### src/rtl/au_div_seq.sv
// au_div_seq: sequential sign-magnitude fixed-point divider and reciprocal unit.
// Radix-2 restoring division, one quotient bit per clock, start/busy/done handshake.
module au_div_seq #(
    parameter int W     = 24,
    parameter int FRAC  = 14,
    parameter int ROUND = 1
) (
    input  logic         clk,
    input  logic         rst,
    input  logic         start,
    input  logic         mode,
    input  logic [W-1:0] r_in,
    input  logic [W-1:0] s_in,
    output logic [W-1:0] result,
    output logic         done,
    output logic         busy,
    output logic         dz,
    output logic         ovf
);

    localparam int MAG  = W - 1;
    localparam int ITER = W - 1 + FRAC;
    localparam int CW   = $clog2(ITER + 1);

    localparam logic [CW-1:0]  CNT_LAST = CW'(ITER - 1);
    localparam logic [CW-1:0]  CNT_ONE  = {{(CW-1){1'b0}}, 1'b1};
    localparam logic [CW-1:0]  CNT_ZERO = {CW{1'b0}};
    localparam logic [MAG-1:0] MAG_ONES = {MAG{1'b1}};
    localparam logic [MAG-1:0] MAG_ZERO = {MAG{1'b0}};
    localparam logic [MAG-1:0] ONE_FX   = {{(MAG-1){1'b0}}, 1'b1} << FRAC;
    localparam logic [ITER-1:0] DVD_ZERO = {ITER{1'b0}};
    localparam logic           ROUND_EN = (ROUND != 0);

    typedef enum logic [1:0] {
        ST_IDLE = 2'd0,
        ST_CALC = 2'd1,
        ST_FIN  = 2'd2
    } state_t;

    state_t          r_state;
    state_t          w_state_nxt;

    logic [CW-1:0]   r_cnt;
    logic [MAG-1:0]  r_rem;
    logic [ITER-1:0] r_dvd;
    logic [ITER-1:0] r_quo;
    logic [MAG-1:0]  r_div;
    logic            r_sign;
    logic            r_dz_pend;
    logic [W-1:0]    r_result;
    logic            r_done;
    logic            r_busy;
    logic            r_dz;
    logic            r_ovf;

    logic [MAG-1:0]  w_r_mag;
    logic            w_r_sign;
    logic [MAG-1:0]  w_s_mag;
    logic            w_s_zero;
    logic [MAG:0]    w_trial;
    logic            w_ge;
    logic [MAG-1:0]  w_sub;
    logic [MAG-1:0]  w_rem_nxt;
    logic [FRAC-1:0] w_q_hi;
    logic            w_rnd;
    logic [MAG:0]    w_q_sum;
    logic            w_sat;
    logic [MAG-1:0]  w_mag_fin;
    logic            w_sign_fin;

    // Operand decode: reciprocal mode substitutes +1.0 for the dividend.
    assign w_r_mag  = mode ? ONE_FX : r_in[MAG-1:0];
    assign w_r_sign = mode ? 1'b0 : r_in[W-1];
    assign w_s_mag  = s_in[MAG-1:0];
    assign w_s_zero = (w_s_mag == MAG_ZERO);

    // The remainder stays below the divisor, so the difference fits in MAG bits.
    assign w_trial   = {r_rem, r_dvd[ITER-1]};
    assign w_ge      = (w_trial >= {1'b0, r_div});
    assign w_sub     = w_trial[MAG-1:0] - r_div;
    assign w_rem_nxt = w_ge ? w_sub : w_trial[MAG-1:0];

    // Final rounding and saturation; the upper FRAC quotient bits only ever signal overflow.
    assign w_q_hi     = r_quo[ITER-1:MAG];
    assign w_rnd      = ROUND_EN & ({r_rem, 1'b0} >= {1'b0, r_div});
    assign w_q_sum    = {1'b0, r_quo[MAG-1:0]} + {MAG_ZERO, w_rnd};
    assign w_sat      = (|w_q_hi) | w_q_sum[MAG];
    assign w_mag_fin  = (r_dz_pend | w_sat) ? MAG_ONES : w_q_sum[MAG-1:0];
    assign w_sign_fin = r_sign & (w_mag_fin != MAG_ZERO);

    // State register.
    always_ff @(posedge clk) begin
        if (rst) begin
            r_state <= ST_IDLE;
        end else begin
            r_state <= w_state_nxt;
        end
    end

    // Next-state logic; start is only looked at from IDLE.
    always_comb begin
        w_state_nxt = r_state;
        case (r_state)
            ST_IDLE: begin
                if (start) begin
                    if (w_s_zero) begin
                        w_state_nxt = ST_FIN;
                    end else begin
                        w_state_nxt = ST_CALC;
                    end
                end else begin
                    w_state_nxt = ST_IDLE;
                end
            end
            ST_CALC: begin
                if (r_cnt == CNT_LAST) begin
                    w_state_nxt = ST_FIN;
                end else begin
                    w_state_nxt = ST_CALC;
                end
            end
            ST_FIN:  w_state_nxt = ST_IDLE;
            default: w_state_nxt = ST_IDLE;
        endcase
    end

    // Datapath and registered outputs.
    always_ff @(posedge clk) begin
        if (rst) begin
            r_cnt     <= CNT_ZERO;
            r_rem     <= MAG_ZERO;
            r_dvd     <= DVD_ZERO;
            r_quo     <= DVD_ZERO;
            r_div     <= MAG_ZERO;
            r_sign    <= 1'b0;
            r_dz_pend <= 1'b0;
            r_result  <= {W{1'b0}};
            r_done    <= 1'b0;
            r_busy    <= 1'b0;
            r_dz      <= 1'b0;
            r_ovf     <= 1'b0;
        end else begin
            case (r_state)
                ST_IDLE: begin
                    r_done <= 1'b0;
                    if (start) begin
                        r_busy    <= 1'b1;
                        r_div     <= w_s_mag;
                        r_sign    <= w_r_sign ^ s_in[W-1];
                        r_dvd     <= {w_r_mag, {FRAC{1'b0}}};
                        r_quo     <= DVD_ZERO;
                        r_rem     <= MAG_ZERO;
                        r_cnt     <= CNT_ZERO;
                        r_dz_pend <= w_s_zero;
                    end else begin
                        r_busy <= 1'b0;
                    end
                end
                ST_CALC: begin
                    r_rem <= w_rem_nxt;
                    r_dvd <= {r_dvd[ITER-2:0], 1'b0};
                    r_quo <= {r_quo[ITER-2:0], w_ge};
                    r_cnt <= r_cnt + CNT_ONE;
                end
                ST_FIN: begin
                    r_result <= {w_sign_fin, w_mag_fin};
                    r_dz     <= r_dz_pend;
                    r_ovf    <= w_sat & ~r_dz_pend;
                    r_done   <= 1'b1;
                    r_busy   <= 1'b1;
                end
                default: begin
                    r_done <= 1'b0;
                    r_busy <= 1'b0;
                end
            endcase
        end
    end

    assign result = r_result;
    assign done   = r_done;
    assign busy   = r_busy;
    assign dz     = r_dz;
    assign ovf    = r_ovf;

endmodule

### config.mk
export PLATFORM = sky130hd
export DESIGN_NAME = au_div_seq
export DESIGN_NICKNAME = d
export VERILOG_FILES = /design/src/rtl/au_div_seq.sv
export SDC_FILE = /design/constraint.sdc
export NUM_CORES = 1
export LEC_CHECK = 0
export BUFFER_PORTS_ARGS = -buffer_cell sky130_fd_sc_hd__buf_2
export CELL_PAD_IN_SITES_DETAIL_PLACEMENT = 0
export CELL_PAD_IN_SITES_GLOBAL_PLACEMENT = 1
export CORE_UTILIZATION = 42
export CTS_CLUSTER_SIZE = 24
export DETAILED_ROUTE_END_ITERATION = 10
export PLACE_DENSITY_LB_ADDON = 0.2
export SYNTH_ARGS = -nofsm -noshare
export SYNTH_HDL_FRONTEND = slang
export SYNTH_SLANG_ARGS = --single-unit
### constraint.sdc
create_clock -name clk -period 8.45 [get_ports clk]
set_clock_uncertainty 0.05 [all_clocks]
set_input_delay 0 -clock clk [delete_from_list [all_inputs] [get_ports clk]]
set_output_delay 0 -clock clk [all_outputs]
set_load 0.02 [all_outputs]
==> metrics.txt <==
IR drop worst, VDD=a little over 0.3 mV; Die ar.=~0.019 mm²; max-cap viol count=0; setup TNS=0 ns; PortBufs=approximately 80; io pins=80; CP required=between 8 and 9 ns; CP endpoint=result[23]$_SDFFE_PP0P_; flop-to-flop setup slack=roughly 4.2 ns; CTS Buffer Depth=2; Clk Latency, worst-skew pair=0.43 ns; WHS=approximately 0.061 ns; Worst Setup SP=r_div[18]$_SDFFE_PP0P_; Synth Warn #=0; pre-CTS setup slack=4.22 ns; fin cells=approximately 1,300; Final Worst Setup Slack=4.19 ns; placer congestion estimate=about 0.90; first-pass GRT wire length=33,600 µm; Area Growth Syn to Fin=21.4%; cts bufs inserted=17; CP Class=reg -> reg; Worst slew margin=0.334; row cnt=between 40 and 50; post-synthesis sequential area ratio=0.380; PwrDens=~330 mW/mm²; Cell Area, Synth=between 0.007 and 0.008 mm²; HP Class=in -> reg; post-cts repair resize count=0; clock sink total=~140; Starting Density=0.435; Max Clock Freq=roughly 0.23 GHz; syn_nets=1,050; leakage=3.65 nW; grt total ovfl=0; post-route core utilization=0.528; Post-synth top flop=dfxtp_1; die height=136 µm; vias in the first global route=6,739; DRC=0; Syn Inst Count=970; Reg-to-Reg Start=r_div[18]$_SDFFE_PP0P_; HPWL Detailed=13,500 µm; Max FO, Critical Path=7; Seq cells post-synth=between 100 and 150; Final ANT Viol Nets=0; min Tclk post-route=4.26 ns; clock root cell=clkbuf_16; CTS H-tree lvls=4; R2R depth=15; RSZ-0062 raised after global routing=false; nets=1,140; crit path DAT=4.53 ns; setup violators final=0; aggregate global-route resource usage=0.230; status=finished clean; via count=approximately 7,000; period utilization=0.505; CORE AREA=roughly 0.017 mm²; actual slew at the worst max-slew pin=approximately 1 ns; DR pass1 iterations=5; layout cells sized above 1=0.124; number of synthesized flops with an enable pin=0; Fin. Hold Viols=0; vias per inst=around 5.5; Synth async-reset ratio=0; Die Wd=roughly 140 µm; endpoint type of the worst setup path=flip-flop; Detailed Route WL=roughly 20,000 µm; Ant. Diodes=0; DR iter-0 viols=482; syn_area_per_cell=7.83 µm²; post-synthesis cell type count=62; TritonCTS clock tree=yes; worst flop-to-flop path endpoint=result[23]$_SDFFE_PP0P_; setup bufs post-CTS=0; WL per Instance=15.7 µm; largest net degree at the start of global routing=84; Clock transition at path regs=0.06 ns; initial antenna violation count=0; Inst Count DP=~1,200; Critical Path Start Type=flip-flop; Slew Limit Fails=0
==> metrics by stage <==
step	total power, mW	cell area, µm²
2_1_floorplan	1.96	7600
3_3_place_gp	2.26	8070
3_5_place_dp	2.25	8070
4_1_cts	3.04	9230
5_1_grt	3.26	9230
6_report	3.03	9230
==> layout make-up <==
class	count	area (µm²)
Fill cell	1720	8250
Multi-Input combinational cell	715	4290
Sequential cell	144	2880
Timing Repair Buffer	145	1030
Clock buffer	19	443
Tap cell	225	282
Clock inverter	13	154
Inverter	37	139
==> layer usage <==
layer	wire, µm	global-route usage	up-vias	part of all wire
met5	0	0	-	0
met2	9710	0.382	107	0.48
met3	625	0.0485	20	0.031
met1	9720	0.298	3408	0.48
li1	-	-	3640	-
met4	326	0.0660	0	0.016
==> where the power goes <==
group	switching (mW)	leakage [nW]	internal, mW
registers	0.0469	1.17	0.742
clock network	0.317	0.296	0.449
logic	0.901	2.19	0.575
total	1.26	3.65	1.77
==> timing repair <==
item | in CTS | in global routing
hold endpoints to repair | 60 | 0
hold buffers | 56 | 0
endpoints found under the setup margin | 0 | 0
==> Yosys cell counts, types with 3 or more instances <==
cell type    n  area [µm²]
o21a_1      10        75.1
and2_1       3        18.8
a22oi_1     42         315
ha_1        27         338
nand3_1     22         110
buf_2        4        20.0
a311oi_1    20         175
o21bai_1     5        37.5
xnor2_1     27         236
dfxtp_1    144        2880
or2_2        4        25.0
or3_1        6        37.5
buf_1        9        33.8
a21o_1       3        22.5
nor3_1      34         170
nor4_1      12        75.1
nor2b_1     10        62.6
a211oi_1    28         210
o21ai_0     32         160
a31oi_1      8        50.1
o211ai_1     3        22.5
o21ai_1      4        20.0
o31a_1       3        26.3
nand2_1     97         364
a21oi_1     67         335
o31ai_1      6        45.0
nand4_1     11        68.8
and3_1      28         175
mux2i_1      5        50.1
xor2_1      13         114
nand2b_1     6        37.5
inv_1       37         139
nor2_1     138         518
clkbuf_1    59         221
a32oi_1      7        61.3
==> layout by cell type, fill, tap and decap left out, drive strengths merged, types with 7 or more instances in the layout <==
| master | instances |
|---|---|
| nor2 | 138 |
| nor4 | 13 |
| a22oi | 42 |
| a311oi | 20 |
| a21oi | 67 |
| and3 | 28 |
| nor2b | 10 |
| clkinv | 7 |
| nand3 | 22 |
| o21ai | 36 |
| a32oi | 7 |
| xor2 | 13 |
| nand4 | 11 |
| nor3 | 34 |
| o21a | 10 |
| xnor2 | 27 |
| inv | 41 |
| dlygate4sd3 | 56 |
| buf | 89 |
| clkbuf | 19 |
| a31oi | 8 |
| a211oi | 28 |
| dfxtp | 144 |
| nand2 | 99 |
| o31ai | 7 |
| ha | 27 |
==> cells by family after synthesis <==
| family | synth area share |
|---|---|
| XOR/XNOR | 0.0461 |
| flip-flops | 0.380 |
| AO/OA/AOI/OAI | 0.233 |
| AND/OR/NAND/NOR | 0.230 |
| buffers and inverters | 0.0575 |
| adder cells (fa/ha/maj) | 0.0471 |
| multiplexers | 0.00659 |
==> sequential cells by signal, summed over array words and instances (netlist names), 2 cells and up <==
| register | flops |
|---|---|
| r_cnt | 6 |
| r_div | 23 |
| r_dvd | 23 |
| r_quo | 37 |
| r_rem | 23 |
| r_state | 2 |
| result | 24 |
==> worst min path at each step <==
stage          startpoint                     end  slack [ns]  cells past startpoint
2_1_floorplan    s_in[10]  r_div[10]$_SDFFE_PP0P_        0.09                      2
3_3_place_gp      s_in[6]   r_div[6]$_SDFFE_PP0P_        0.21                      3
5_1_grt          r_in[22]  r_dvd[36]$_SDFFE_PP0P_         0.1                      4
6_report         r_in[22]  r_dvd[36]$_SDFFE_PP0P_        0.06                      4
3_5_place_dp      s_in[6]   r_div[6]$_SDFFE_PP0P_        0.21                      3
4_1_cts          r_in[22]  r_dvd[36]$_SDFFE_PP0P_        0.05                      4
==> critical path, cell delays in order, from the launching register on <==
cell and delay (ns):
dfxtp_1 0.33, inv_1 0.05, ha_1 0.40, nand2_2 0.11, nor4_2 0.27, inv_1 0.08, or4_4 0.52, o21bai_1 0.20
ha_1 0.25, nand3_1 0.09, nor3_1 0.59, nand2_1 0.29, nor3_1 0.35, and3_1 0.20, o21ai_0 0.08, o31a_1 0.30
(Power assumes the default switching activity.)
